[src/rtl/ppu_vblank_nmi_gen.sv]
// PPU raster position counter, PPUSTATUS flag owner and NMI source toward the CPU.
// Also serves $2002 reads with the read-clear side effects and the vblank/read race.
module ppu_vblank_nmi_gen #(
    parameter int DOTS_PER_LINE   = 341,
    parameter int LINES_PER_FRAME = 262,
    parameter int VBLANK_LINE     = 241,
    parameter int PRERENDER_LINE  = 261
) (
    input  logic       clk,
    input  logic       rst,
    input  logic       dot_en,
    input  logic       rendering_en,
    input  logic       sprite0_hit_in,
    input  logic       spr_ovf_in,
    input  logic [2:0] reg_sel,
    input  logic       reg_rd,
    input  logic       reg_wr,
    input  logic [7:0] reg_wdata,
    output logic [7:0] reg_rdata,
    output logic [7:0] ppu_status,
    output logic       nmi_n,
    output logic       nmi_pulse,
    output logic       w_toggle_clr,
    output logic [8:0] dot,
    output logic [8:0] scanline,
    output logic       frame_odd
);

    localparam logic [8:0] DOT_LAST  = 9'(DOTS_PER_LINE - 1);
    localparam logic [8:0] DOT_SKIP  = 9'(DOTS_PER_LINE - 2);
    localparam logic [8:0] LINE_LAST = 9'(LINES_PER_FRAME - 1);
    localparam logic [8:0] LINE_VBL  = 9'(VBLANK_LINE);
    localparam logic [8:0] LINE_PRE  = 9'(PRERENDER_LINE);

    // flags = {vblank, spr0_hit, spr_ovf}
    logic [2:0] flags, flags_nxt;
    logic       nmi_enable, nmi_enable_nxt;
    logic [8:0] dot_nxt, line_nxt;
    logic       odd_nxt;
    logic       land_vblank, land_pre;
    logic       rd_status, wr_ctrl;
    logic       nmi_level_nxt;

    assign ppu_status = {flags, 5'b0};
    assign rd_status  = reg_rd && (reg_sel == 3'd2);
    assign wr_ctrl    = reg_wr && (reg_sel == 3'd0);

    // NOTE: every always_comb output gets a default first so no path can infer a latch.
    always_comb begin
        dot_nxt  = dot;
        line_nxt = scanline;
        odd_nxt  = frame_odd;
        if (dot_en) begin
            if (rendering_en && frame_odd && scanline == LINE_PRE && dot == DOT_SKIP) begin
                dot_nxt  = '0;
                line_nxt = '0;
                odd_nxt  = ~frame_odd;
            end else if (dot == DOT_LAST) begin
                dot_nxt = '0;
                if (scanline == LINE_LAST) begin
                    line_nxt = '0;
                    odd_nxt  = ~frame_odd;
                end else begin
                    line_nxt = scanline + 9'd1;
                end
            end else begin
                dot_nxt = dot + 9'd1;
            end
        end
    end

    assign land_vblank = dot_en && line_nxt == LINE_VBL && dot_nxt == 9'd1;
    assign land_pre    = dot_en && line_nxt == LINE_PRE && dot_nxt == 9'd1;

    // Priority is by order: a $2002 read beats the vblank set (NMI suppression),
    // and the prerender clear beats everything.
    always_comb begin
        flags_nxt = flags;
        if (sprite0_hit_in) flags_nxt[1] = 1'b1;
        if (spr_ovf_in)     flags_nxt[0] = 1'b1;
        if (land_vblank)    flags_nxt[2] = 1'b1;
        if (rd_status)      flags_nxt[2] = 1'b0;
        if (land_pre)       flags_nxt    = 3'b000;
        nmi_enable_nxt = wr_ctrl ? reg_wdata[7] : nmi_enable;
        nmi_level_nxt  = flags_nxt[2] & nmi_enable_nxt;
    end

    // NOTE: sequential state uses non-blocking assignments so every register samples pre-edge values.
    always_ff @(posedge clk or negedge rst) begin
        if (!rst) begin
            dot          <= '0;
            scanline     <= '0;
            frame_odd    <= 1'b0;
            flags        <= 3'b000;
            nmi_enable   <= 1'b0;
            reg_rdata    <= 8'h00;
            nmi_n        <= 1'b1;
            nmi_pulse    <= 1'b0;
            w_toggle_clr <= 1'b0;
        end else begin
            dot          <= dot_nxt;
            scanline     <= line_nxt;
            frame_odd    <= odd_nxt;
            flags        <= flags_nxt;
            nmi_enable   <= nmi_enable_nxt;
            // nmi_n is low exactly while the level is high, so it doubles as the previous level.
            nmi_n        <= ~nmi_level_nxt;
            nmi_pulse    <= nmi_level_nxt & nmi_n;
            w_toggle_clr <= rd_status;
            if (rd_status) reg_rdata <= ppu_status;
        end
    end

endmodule

[config.mk]
export PLATFORM = sky130hd
export DESIGN_NAME = ppu_vblank_nmi_gen
export DESIGN_NICKNAME = d
export VERILOG_FILES = /design/src/rtl/ppu_vblank_nmi_gen.sv
export SDC_FILE = /design/constraint.sdc
export NUM_CORES = 1
export LEC_CHECK = 0
export BUFFER_PORTS_ARGS = -buffer_cell sky130_fd_sc_hd__buf_2
export CORE_UTILIZATION = 49
export CTS_CLUSTER_DIAMETER = 120
export CTS_CLUSTER_SIZE = 30
export DETAILED_ROUTE_END_ITERATION = 8
export PLACE_DENSITY = 0.79
export SYNTH_ARGS = -nofsm -noshare
export SYNTH_HDL_FRONTEND = slang
export SYNTH_SLANG_ARGS = --single-unit
[constraint.sdc]
create_clock -name clk -period 3.2 [get_ports clk]
set_input_delay 0.16 -clock clk [delete_from_list [all_inputs] [get_ports clk]]
set_output_delay 0.16 -clock clk [all_outputs]
set_load 0.01 [all_outputs]
# After elaboration in Yosys (flattened, before gate mapping)
# Index checks and enable logic that the tools add are counted.
[word_totals] inputBits=19 register_bits=29 wordCells=55 output_inout_bits=38
[op_classes] n_eq_ne=7 muxes=16 n_addsub=2 reduce_logical=15 bitwise_logic=4
[op_table] operator="9-bit two-way mux" n=7
[op_table] operator="9-bit equality test (second input constant)" n=4
[op_table] operator="9-bit by 1-bit adder with 9-bit output (second input constant)" n=2
[op_table] operator="9-bit by 1-bit equality test with 1-bit output (second input constant)" n=1
[op_table] operator="9-bit by 8-bit equality test with 1-bit output (second input constant)" n=1
[op_table] operator="1-bit logical AND" n=9
[op_table] operator="1-bit two-way mux" n=8
[op_table] operator="2-bit nonzero test" n=4
[op_table] operator="3-bit by 2-bit equality test with 1-bit output (second input constant)" n=1
[op_table] operator="3-bit zero test" n=1
[op_table] operator="3-bit two-way mux" n=1
[op_table] operator="3-bit AND reduction" n=1
[op_table] operator="1-bit bitwise AND" n=2
[op_table] operator="1-bit inverter" n=2

# Longest topological paths before layout
[logic_depth] ltp_word=13 ltp_mapped=9 ltp_nobuf=9

# Worst setup path before layout
# Ideal clock, no wire load.
[synth_timing] path_kind="register -> register" from="register scanline[1]" to="register nmi_n" path_buffers=0 period_less_slack_ns=2.250 arrival_ns=2.156 path_slack_ns=0.950 required_time_ns=3.106 setup_time_ns=0.094 path_stages_with_launch=10 cell_sequence="dfrtp_1 -> inv_1 -> ha_1 -> and4bb_2 -> nand2_1 -> or4b_4 -> nand2_2 -> nor3_2 -> and3_4 -> or4_1"
[synth_between] elab_chain_len=13 word_cells_on_any_way=22 classes_between="add/sub (1); eq/ne (4); mux (9); bitwise (2); reduce/logical (6)"
[synth_rtl] item="from (decl)" line="25" rtl="output logic [8:0] scanline,"
[synth_rtl] item="from (signal assigned)" line="102" rtl="scanline <= line_nxt;"
[synth_rtl] item="9-bit by 1-bit adder with 9-bit output / 9-bit equality test (equally long branches)" line="64, 54, 60"
[synth_rtl] item="9-bit two-way mux / 1-bit logical AND (equally long branches)" line="60, 54"
[synth_rtl] item="9-bit two-way mux / 1-bit logical AND (equally long branches)" line="58, 54"
[synth_rtl] item="9-bit two-way mux (*)" line="54" rtl="if (rendering_en && frame_odd && scanline == LINE_PRE && dot == DOT_SKIP) begin"
[synth_rtl] item="9-bit two-way mux (*)" line="53" rtl="if (dot_en) begin"
[synth_rtl] item="net line_nxt[3]" line="38" rtl="logic [8:0] dot_nxt, line_nxt;"
[synth_rtl] item="9-bit by 8-bit equality test with 1-bit output" line="72" rtl="assign land_vblank = dot_en && line_nxt == LINE_VBL && dot_nxt == 9'd1;"
[synth_rtl] item="1-bit logical AND (2 in a row)" line="72"
[synth_rtl] item="1-bit two-way mux" line="81" rtl="if (land_vblank) flags_nxt[2] = 1'b1;"
[synth_rtl] item="1-bit two-way mux" line="82" rtl="if (rd_status) flags_nxt[2] = 1'b0;"
[synth_rtl] item="3-bit two-way mux (*)" line="83" rtl="if (land_pre) flags_nxt = 3'b000;"
[synth_rtl] item="1-bit bitwise AND (*)" line="85" rtl="nmi_level_nxt = flags_nxt[2] & nmi_enable_nxt;"
[synth_rtl] item="1-bit inverter (*)" line="107" rtl="nmi_n <= ~nmi_level_nxt;"
[synth_rtl] item="to (signal assigned)" line="107"
[synth_rtl] item="to (decl)" line="21" rtl="output logic nmi_n,"
# Mark *: on every way through the listed nets, which the timed path passes. The rest lies on a longest branch.
# A chain may end at the register's enable or synchronous reset.

# Final worst setup path
[layout_timing] from="register dot[0]" to="register nmi_n"
[layout_between] elab_chain_len=12 word_cells_on_any_way=22 classes_between="add/sub (1); eq/ne (5); mux (9); bitwise (2); reduce/logical (5)"
[layout_rtl] item="from (decl)" line="24" rtl="output logic [8:0] dot,"
[layout_rtl] item="from (signal assigned)" line="101" rtl="dot <= dot_nxt;"
[layout_rtl] item="branches (longest 9 deep; another with 9-bit by 1-bit adder with 9-bit output)"
[layout_rtl] item="3-bit two-way mux (*)" line="83"
[layout_rtl] item="1-bit bitwise AND (*)" line="85"
[layout_rtl] item="1-bit inverter (*)" line="107"
# Every way passes the cells marked *.

==> impl_metrics.csv <==
group,metric,value,unit
floorplanning,number_of_ports_placed_on_the_die_boundary,57,
sta,final-setup-viol-count,0,
worst_setup_path,critical_path_buffers_and_inverters,0,
worst_setup_path,cp.arrival,2.69,ns
route,routed_met1_length,1.53,mm
floorplanning,die_height,60.8,um
run,cap_violations,0,
grt,antenna_violations_before_repair,0,
synthesis,synth_ff_type,"sky130_fd_sc_hd__dfrtp_1",
route,route.detailed.drc,0,
clock_tree,clock_path_buffers,2,
synthesis,synth.cells.most_frequent,"sky130_fd_sc_hd__dfrtp_1 (28), sky130_fd_sc_hd__nor2_1 (20), sky130_fd_sc_hd__buf_4 (11), sky130_fd_sc_hd__nand2_1 (10)",
cells_and_area,flip_flop_and_latch_area,727,um^2
sta,rsz_0062_raised_after_global_routing,"false",
synthesis,synth_sequential_area_ratio,42.8,%
worst_setup_path,path_delay_family,"simple AND/OR/NAND/NOR gates",
worst_setup_path,critical-path-slowest-cell,"sky130_fd_sc_hd__or4_1",
synthesis,synth-warning-count,0,
synthesis,synthTopCellsByArea,"sky130_fd_sc_hd__dfrtp_1 (41%), sky130_fd_sc_hd__buf_4 (4.9%), sky130_fd_sc_hd__nor2_1 (4.4%), sky130_fd_sc_hd__xnor2_1 (4.1%), sky130_fd_sc_hd__xor2_1 (4.1%)",
clock_tree,tritoncts,"yes",
synthesis,synth_top_area_share,41.3,%
placement,gpl.final_weighted_congestion,0.926,
floorplanning,rows,21,
sta,worst-slew-pin-transition,0.786,ns
grt,grt_use_total,19.5,%
worst_setup_path,timing.critical_path.to_type,"register",
power,vdd_ir_drop_max,316,uV
cells_and_area,net_count_final,234,
cells_and_area,layout-drive-gt1-share,30.7,%
sta,final.min_clock_period,2.45,ns
worst_setup_path,timing.critical_path.required,3.44,ns
power,power.static_leakage,0.000929,uW
route,wl_met3,142,um
outcome,status,"completed",
synthesis,netlist.top_cell.by_area,"sky130_fd_sc_hd__dfrtp_1",
route,wl_met2,1.52,mm
route,detailedRoute.firstPassIterationCount,4,
placement,dp.final_hpwl,2.43,mm
sta,timing.final.ws_setup,0.755,ns
route,drtIter0Drc,40,
clock_tree,cts_root_buffer,"sky130_fd_sc_hd__clkbuf_4",
sta,layout_worst_path_cycle_share,76.4,%
sta,fmaxAchievable,409,MHz
clock_tree,clock_sink_count,29,
sta,setup-tns-final,0,ns
clock_tree,cts_inserted_buffers,5,
sta,timing.clock.skew,0.00494,ns
worst_setup_path,crit_path_frequent_cell,"sky130_fd_sc_hd__nand4_1",
floorplanning,die_area,3700,um^2
floorplanning,die-width,60.8,um
route,routed_wl,3.27,mm
route,via_per_inst,5.41,
synthesis,post_synthesis_cell_count,171,
cells_and_area,area_delta_synth_final,15.3,%
route,highest_layer,"met4",
worst_setup_path,cpPeakStageDelay,0.50,ns
synthesis,synthMostInstantiatedCell,"sky130_fd_sc_hd__dfrtp_1",
grt,grt_pass1_vias,1177,
cells_and_area,instances_no_fill,258,
synthesis,synth-edff-count,0,
floorplanning,floorplan.initialDensity,50.8,%
clock_tree,htree_levels,2,
placement,port_buffers,39,
grt,global_route_wire_length_before_repair,5.25,mm
grt,remaining_overflow_grt,0,
grt,grt_start_max_net_pins,30,
worst_setup_path,setup.reg_to_reg.worst_slack,0.75,ns
clock_tree,clock_insertion_delay_at_the_later_pin_of_the_skew_report,0.32,ns
placement,dpl-instance-area,1880,um^2
worst_setup_path,critPathKind,"reg2reg",
clock_tree,cts_repair_resize_count,0,
cells_and_area,design_area,1960,um^2
synthesis,postSynthAreaPerCell,9.92,um^2
sta,final-max-slew-violation-count,0,
sta,max-slew-margin-rel,47.2,%
cells_and_area,multi_input_comb_area,881,um^2
synthesis,synth.cell_area,1700,um^2
floorplanning,core_area,3340,um^2
clock_tree,clkTransAtPathRegs,0.09,ns
route,wl_per_cell,12.7,um
synthesis,synth-async-reset-ratio,100,%
cells_and_area,antenna-diode-count,0,
power,power.density_cell_area,487,nW/um^2
placement,detailedPlace.worstSlack,0.817,ns
route,routed-via-count,1395,
synthesis,post_synth_num_cell_types,48,
route,antenna_left,0,
worst_setup_path,crit_path_cell_trace,"ha_1 -> nand4_1 -> nor3_1 -> xnor2_1 -> nand4_1 -> nor3_2 -> a41oi_1 -> or4_1",
worst_hold_path,type_of_the_tightest_min_delay_check,"in2reg",
sta,timing_hold_violations_final,0,
worst_setup_path,cp_max_fo,6,
placement,dpl.cell_count,249,
synthesis,ys_seq_elements,29,
worst_setup_path,critPathLaunchType,"register",
cells_and_area,fillerInstances,298,
## state kept, by name, indices dropped and copies added, names as in the netlist
signal	count
frame_odd	1
nmi_n	1
dot	9
scanline	9
nmi_enable	1
nmi_pulse	1
reg_rdata	3
flags	3
w_toggle_clr	1
## per-stage QoR
| stage | total power [uW] | utilization [%] | hold slack, ns |
|---|---|---|---|
| final | 952 | 58.6 | 0.0613 |
| after detailed placement | 708 | 56.2 | 0.209 |
| after global placement | 701 | 56.2 | 0.204 |
| after global routing | 1010 | 58.6 | 0.0707 |
| after floorplan | 643 | - | -0.136 |
| after CTS | 957 | 58.6 | 0.0574 |
## cell type report
| cell class | count | area share, % |
|---|---|---|
| inverters | 4 | 0.768 |
| well taps | 46 | 2.94 |
| clock inverters | 1 | 0.256 |
| clock buffers | 7 | 3.33 |
| repair buffers | 40 | 10.5 |
| flip-flops and latches | 29 | 37.2 |
| multi-input cells | 131 | 45.0 |
## path summary, 6_finish.rpt
path	startpoint	endpoint	depth (start not counted)
min reg2reg	frame_odd	frame_odd	1
max	dot[0]	nmi_n	8
max in group asynchronous	rst	dot[5]	2
min	spr_ovf_in	flags[0]	3
max reg2reg	dot[0]	nmi_n	8
min in group asynchronous	rst	w_toggle_clr	2
## what timing repair did
item,4_1_cts,5_1_grt
buffers inserted,0,0
hold endpoints to repair,28,0
hold buffers,1,0
## placed cells by master (no fill, tap or decap), drive strengths merged, types with 4 or more instances in the layout
| cell type | n |
|---|---|
| xor2 | 8 |
| and3 | 6 |
| buf | 39 |
| inv | 4 |
| dfrtp | 28 |
| nor2 | 20 |
| xnor2 | 8 |
| nor3 | 8 |
| ha | 4 |
| o21ai | 8 |
| nand2 | 11 |
| clkbuf | 7 |
| nand3 | 9 |
| nand4 | 6 |
| conb | 10 |
## power breakdown
| group | internal [uW] | total (uW) | switching, uW |
|---|---|---|---|
| logic | 102 | 227 | 125 |
| clock network | 127 | 246 | 118 |
| registers | 402 | 479 | 77.2 |
| total | 631 | 952 | 321 |
## routing by layer
layer | GRT usage (%) | vias up
met5 | 0 | -
met4 | 10.4 | 0
met3 | 3.84 | 10
met2 | 28.6 | 49
met1 | 27.1 | 665
li1 | - | 671
## cell families (layout without fill, tap and decap cells)
kind of cell	after synthesis	in the layout	synth area share, %
and+or+nand+nor	77	77	28.0
xor gates and xnor gates	16	16	8.26
other	1	10	0.221
adders and majority gates	4	4	2.95
muxes	5	5	3.17
AOI/OAI and AO/OA	19	19	7.30
DFF	29	29	42.8
buffers and inverters	20	52	7.23
## worst register-to-register path: cells and delay by family, from the launching register on
kind                       cells  cell delay [ns]
DFF                            1             0.45
xor gates and xnor gates       1             0.20
and+or+nand+nor                5             1.29
AOI/OAI and AO/OA              1             0.20
adders and majority gates      1             0.23
(Power assumes the default switching activity.)
